===== src/rtl/mem_arb_types.sv =====
// Shared types and constants for the memory port arbiter.
package mem_arb_types;

    typedef enum logic [1:0] {
        IDLE = 2'd0,
        BUSY = 2'd1,
        RESP = 2'd2
    } arb_state_t;

    localparam logic PRIO_RR    = 1'b0;
    localparam logic PRIO_FIXED = 1'b1;

endpackage


===== src/rtl/mem_arb_picker.sv =====
// Combinational winner selection: round-robin after rr_last, or lowest index first.
module mem_arb_picker
    import mem_arb_types::*;
#(
    parameter  int NUM_PORTS = 2,
    localparam int IDX_W     = $clog2(NUM_PORTS)
) (
    input  logic [NUM_PORTS-1:0] req,
    input  logic [IDX_W-1:0]     rr_last,
    input  logic                 mode,
    output logic                 any_req,
    output logic [IDX_W-1:0]     winner
);

    // Scan the request vector in the order the selected policy dictates.
    always_comb begin
        int   idx;
        logic found;
        any_req = |req;
        winner  = '0;
        found   = 1'b0;
        idx     = 0;
        if (mode == PRIO_FIXED) begin
            // Walk downwards so the lowest requesting index is written last.
            for (int i = NUM_PORTS - 1; i >= 0; i--) begin
                if (req[i]) begin
                    winner = IDX_W'(i);
                end
            end
        end else begin
            // Start one past the previous winner and wrap around.
            for (int off = 1; off <= NUM_PORTS; off++) begin
                idx = int'(rr_last) + off;
                if (idx >= NUM_PORTS) begin
                    idx = idx - NUM_PORTS;
                end
                if (!found && req[idx]) begin
                    winner = IDX_W'(idx);
                    found  = 1'b1;
                end
            end
        end
    end

endmodule


===== src/rtl/mem_port_arbiter.sv =====
// N-requester arbiter sharing one hold-until-resp memory bus; all outputs registered.
module mem_port_arbiter
    import mem_arb_types::*;
#(
    parameter  int NUM_PORTS     = 2,
    parameter  int ADDR_WIDTH    = 32,
    parameter  int DATA_WIDTH    = 32,
    parameter  int PRIORITY_MODE = 0,
    localparam int BE_WIDTH      = DATA_WIDTH / 8,
    localparam int IDX_W         = $clog2(NUM_PORTS)
) (
    input  logic                                  clk,
    input  logic                                  rst,
    input  logic [NUM_PORTS-1:0]                  req_read,
    input  logic [NUM_PORTS-1:0]                  req_write,
    input  logic [NUM_PORTS-1:0][BE_WIDTH-1:0]    req_byte_enable,
    input  logic [NUM_PORTS-1:0][ADDR_WIDTH-1:0]  req_address,
    input  logic [NUM_PORTS-1:0][DATA_WIDTH-1:0]  req_wdata,
    output logic [NUM_PORTS-1:0]                  req_resp,
    output logic [DATA_WIDTH-1:0]                 req_rdata,
    output logic                                  mem_read,
    output logic                                  mem_write,
    output logic [BE_WIDTH-1:0]                   mem_byte_enable,
    output logic [ADDR_WIDTH-1:0]                 mem_address,
    output logic [DATA_WIDTH-1:0]                 mem_wdata,
    input  logic [DATA_WIDTH-1:0]                 mem_rdata,
    input  logic                                  mem_resp,
    output logic                                  grant_valid,
    output logic [IDX_W-1:0]                      grant_idx
);

    localparam logic MODE = (PRIORITY_MODE == 1) ? PRIO_FIXED : PRIO_RR;

    arb_state_t             state_q, state_d;
    logic [IDX_W-1:0]       rr_last;
    logic                   any_req;
    logic [IDX_W-1:0]       winner;
    logic [NUM_PORTS-1:0]   req_any;

    // A port asserting both strobes is handled as a write.
    assign req_any = req_read | req_write;

    mem_arb_picker #(
        .NUM_PORTS (NUM_PORTS)
    ) u_picker (
        .req     (req_any),
        .rr_last (rr_last),
        .mode    (MODE),
        .any_req (any_req),
        .winner  (winner)
    );

    // State register; reset abandons any in-flight bus transaction.
    always_ff @(posedge clk or negedge rst) begin
        if (!rst) begin
            state_q <= IDLE;
        end else begin
            state_q <= state_d;
        end
    end

    // Next state: grant on any request, complete on mem_resp, one RESP cycle.
    always_comb begin
        state_d = state_q;
        unique case (state_q)
            IDLE:    if (any_req)  state_d = BUSY;
            BUSY:    if (mem_resp) state_d = RESP;
            RESP:    state_d = IDLE;
            default: state_d = IDLE;
        endcase
    end

    // Datapath: latch the winner's request, forward it, return the completion.
    always_ff @(posedge clk or negedge rst) begin
        if (!rst) begin
            rr_last         <= IDX_W'(NUM_PORTS - 1);
            req_resp        <= '0;
            req_rdata       <= '0;
            mem_read        <= 1'b0;
            mem_write       <= 1'b0;
            mem_byte_enable <= '0;
            mem_address     <= '0;
            mem_wdata       <= '0;
            grant_valid     <= 1'b0;
            grant_idx       <= '0;
        end else begin
            req_resp    <= '0;
            grant_valid <= (state_d != IDLE);
            unique case (state_q)
                IDLE: begin
                    if (any_req) begin
                        mem_write       <= req_write[winner];
                        mem_read        <= ~req_write[winner];
                        mem_byte_enable <= req_byte_enable[winner];
                        mem_address     <= req_address[winner];
                        mem_wdata       <= req_wdata[winner];
                        grant_idx       <= winner;
                        rr_last         <= winner;
                    end
                end
                BUSY: begin
                    if (mem_resp) begin
                        // mem_write still holds the op of the latched transaction.
                        if (!mem_write) begin
                            req_rdata <= mem_rdata;
                        end
                        mem_read  <= 1'b0;
                        mem_write <= 1'b0;
                        req_resp  <= NUM_PORTS'(1) << grant_idx;
                    end
                end
                default: ;
            endcase
        end
    end

endmodule


===== config.mk =====
export PLATFORM = sky130hd
export DESIGN_NAME = mem_port_arbiter
export DESIGN_NICKNAME = d
export VERILOG_FILES = /design/src/rtl/mem_arb_types.sv /design/src/rtl/mem_arb_picker.sv /design/src/rtl/mem_port_arbiter.sv
export SDC_FILE = /design/constraint.sdc
export NUM_CORES = 1
export LEC_CHECK = 0
export ABC_CLOCK_PERIOD_IN_PS = 1800
export BUFFER_PORTS_ARGS = -buffer_cell sky130_fd_sc_hd__buf_2
export CAP_MARGIN = 20
export CELL_PAD_IN_SITES_DETAIL_PLACEMENT = 1
export CELL_PAD_IN_SITES_GLOBAL_PLACEMENT = 2
export CORE_ASPECT_RATIO = 0.5
export CORE_UTILIZATION = 23
export DETAILED_ROUTE_END_ITERATION = 10
export PLACE_DENSITY_LB_ADDON = 0.1
export SETUP_SLACK_MARGIN = 0.2
export SYNTH_ARGS = -nofsm -noshare
export SYNTH_HDL_FRONTEND = slang
export SYNTH_SLANG_ARGS = --single-unit
export TNS_END_PERCENT = 10

===== constraint.sdc =====
create_clock -name clk -period 1.8 [get_ports clk]
set_clock_uncertainty 0.15 [all_clocks]
set_input_delay 0.18 -clock clk [delete_from_list [all_inputs] [get_ports clk]]
set_output_delay 0.18 -clock clk [all_outputs]
set_load 0.01 [all_outputs]

==> results.sh <==
export IMPL_outcome="finished clean"
export IMPL_post_route_period_util_pct=90.3
export IMPL_finalWirelength_um=22100
export IMPL_synthToLayoutAreaGrowth_pct=77.9
export IMPL_cpPeakStageDelay_ps=420
export IMPL_slew_viol_final=0
export IMPL_dieWidth_um=213
export IMPL_drt_iter0_drc=286
export IMPL_num_io_pins=281
export IMPL_antenna_found_initial=0
export IMPL_cts_sinks=109
export IMPL_holdPathEnd="mem_wdata[29]"
export IMPL_first_pass_iters=4
export IMPL_drc_errors=0
export IMPL_powerDensity_nw_per_um2=1430
export IMPL_crit_arrival_ps=1720
export IMPL_portBuffers=280
export IMPL_clk_latency_ps=360
export IMPL_root_buffer="clkbuf_16"
export IMPL_fin_tns_setup_ps=0
export IMPL_slowest_stage="dfrtp_1"
export IMPL_syn_area_um2=5100
export IMPL_htreeDepth=3
export IMPL_cts_tree="built"
export IMPL_crit_chain="nand3b_1 > nor2_2 > buf_12 > mux2_2"
export IMPL_grt_pass1_vias=5955
export IMPL_yosysMostFrequentCell="dfrtp_1"
export IMPL_syn_inst=493
export IMPL_vias=5692
export IMPL_async_flop_share_pct=100
export IMPL_hold_class="primary input to flip-flop"
export IMPL_synth_top_cell_by_area="dfrtp_1"
export IMPL_fin_hold_ws_ps=42.2
export IMPL_worstSetupPathType="flip-flop to flip-flop"
export IMPL_ys_ff_latch=109
export IMPL_fmax_mhz=616
export IMPL_fillCellCount=2497
export IMPL_tightest_slew_ps=382
export IMPL_cp_startpoint="state_q[1]"
export IMPL_track_usage_pct=19.1
export IMPL_synth_commonest_cells="dfrtp_1, nand3b_1, o21ai_0"
export IMPL_wl_per_cell_um=18.0
export IMPL_r2r_slack_ps=180
export IMPL_ys_seq_area_share_pct=53.5
export IMPL_synth_edf_count=0
export IMPL_r2r_start="state_q[1]"
export IMPL_ys_types=21
export IMPL_worst_ep_required_time_ps=1890
export IMPL_synth_area_top_cells="dfrtp_1, nand3b_1, a31oi_1"
export IMPL_die_h_um=107
export IMPL_hold_path_depth=3
export IMPL_finalNetCount=1097
export IMPL_die_area_um2=22800
export IMPL_relSlewSlack_pct=74.5
export IMPL_setup_violations=0
export IMPL_hold_viol_final=0
export IMPL_fin_ws_ps=175
export IMPL_drive_above_1_share_pct=39.2
export IMPL_peakVddDrop_uv=624
export IMPL_rsz0062_at_grt="true"
export IMPL_core_rowCount=38
export IMPL_critPathLaunchType="flip-flop"
export IMPL_worst_r2r_cell_count=4
export IMPL_pre_cts_ws_ps=0.364
export IMPL_cpLargestDelayFamily="flip-flops"
export IMPL_vias_per_cell=4.64
export IMPL_hp_start="req_wdata[29]"
export IMPL_syn_avg_cell_area_um2=10.3
export IMPL_gp_congestion=0.716
export IMPL_num_antenna_cells=0
export IMPL_timing_rr_end="req_rdata[11]"
export IMPL_p_leak_nw=3.99
export IMPL_numCtsBuffers=9
export IMPL_grt_start_max_net_pins=85
export IMPL_cap_violations=0
export IMPL_gr_total_overflow=0
export IMPL_start_util_pct=23.5
export IMPL_core_area_um2=21700
export IMPL_synth_nets=668
export IMPL_cp_end_kind="flip-flop"
export IMPL_synth_warnings=0
export IMPL_dp_hpwl_um=13700
export IMPL_crit_fanout=32
export IMPL_yosys_area_top_type_share_pct=53.0
export IMPL_clk_pin_slew_ps=80
export IMPL_grt_pass1_wl_um=33400
export IMPL_crit_buf_inv=1
export IMPL_drtAntennaViolNets=0
export IMPL_yosys_most_used_dff="dfrtp_1"
export IMPL_fin_crit_ps=1620
export IMPL_cts_buffer_depth=2
through the flow:
step                utilization [%]  area (µm²)  std cells  total power, mW
floorplan                         -        5120        493             7.60
global placement               32.2        6980       1039             10.2
detailed placement             32.2        6980       1039             10.3
CTS                            41.7        9050       1226             13.1
global route                   41.8        9070       1227             14.0
finish                         41.8        9070       1227             13.0
worst max-delay path by stage:
| stage | end | slack, ps | cells after the start |
|---|---|---|---|
| floorplan | mem_address[10] | 110 | 7 |
| global placement | mem_write | 20 | 5 |
| detailed placement | mem_address[19] | 0.4 | 5 |
| CTS | req_rdata[17] | 170 | 4 |
| global route | req_rdata[11] | 130 | 4 |
| finish | req_rdata[11] | 180 | 4 |
layout by cell type, fill, tap and decap left out, types with 2 or more instances in the layout:
| cell | instances |
|---|---|
| bufinv_16 | 2 |
| buf_12 | 12 |
| nand3b_1 | 69 |
| a31oi_1 | 68 |
| buf_4 | 11 |
| dlygate4sd3_1 | 169 |
| a21oi_1 | 68 |
| dfrtp_1 | 108 |
| nor2_1 | 3 |
| o21ai_0 | 69 |
| and2_1 | 2 |
| nor2_4 | 2 |
| buf_2 | 279 |
| inv_8 | 2 |
| clkbuf_16 | 10 |
| nand2_1 | 3 |
| mux2_2 | 35 |
layout make-up:
| class | count | area, µm² | share of cell area (%) |
|---|---|---|---|
| clock buffer | 9 | 225 | 2.48 |
| clock inverter | 7 | 104 | 1.14 |
| inverter | 1 | 3.75 | 0.0414 |
| multi-input combinational | 328 | 2170 | 23.9 |
| sequential | 109 | 2730 | 30.1 |
| tap | 300 | 375 | 4.14 |
| timing repair buffer | 473 | 3460 | 38.2 |
logic make-up after synthesis:
group | Yosys count | synth area share (%)
AO/OA/AOI/OAI | 209 | 22.4
buffers and inverters | 56 | 4.74
flip-flops | 109 | 53.5
multiplexers | 36 | 7.93
AND/OR/NAND/NOR | 83 | 11.5
flip-flops by register name, indices dropped and copies added, names as in the netlist, 2 cells and up:
register         count
mem_address         32
mem_wdata           32
req_rdata           32
mem_byte_enable      4
req_resp             2
state_q              2
power breakdown:
part           internal (mW)  switching (mW)  total [mW]
clock                   1.25            1.01        2.25
combinational           2.87            3.52        6.39
sequential              3.71           0.632        4.34
total                   7.83            5.16        13.0
timing repair:
action | CTS | global route
setup endpoints to repair | 47 | 73
setup buffers | 1 | 0
endpoints found under the hold margin | 205 | 0
gates resized for setup | 1 | 2
hold buffers | 169 | 0
gates cloned | 1 | 1
pin swaps | 0 | 1
worst min-delay path, stage by stage:
cell and delay (ps):
buf_2 90, o21ai_0 120, a31oi_1 110
per-layer routing:
layer	global-route usage, %	share of wire (%)	up-vias	routed length, µm
li1	-	-	2690	-
met1	24.1	44	2854	9760
met2	33.6	51	133	11200
met3	4.46	4.3	15	947
met4	3.29	0.76	0	167
met5	0	0	-	0
(Power assumes the default switching activity.)
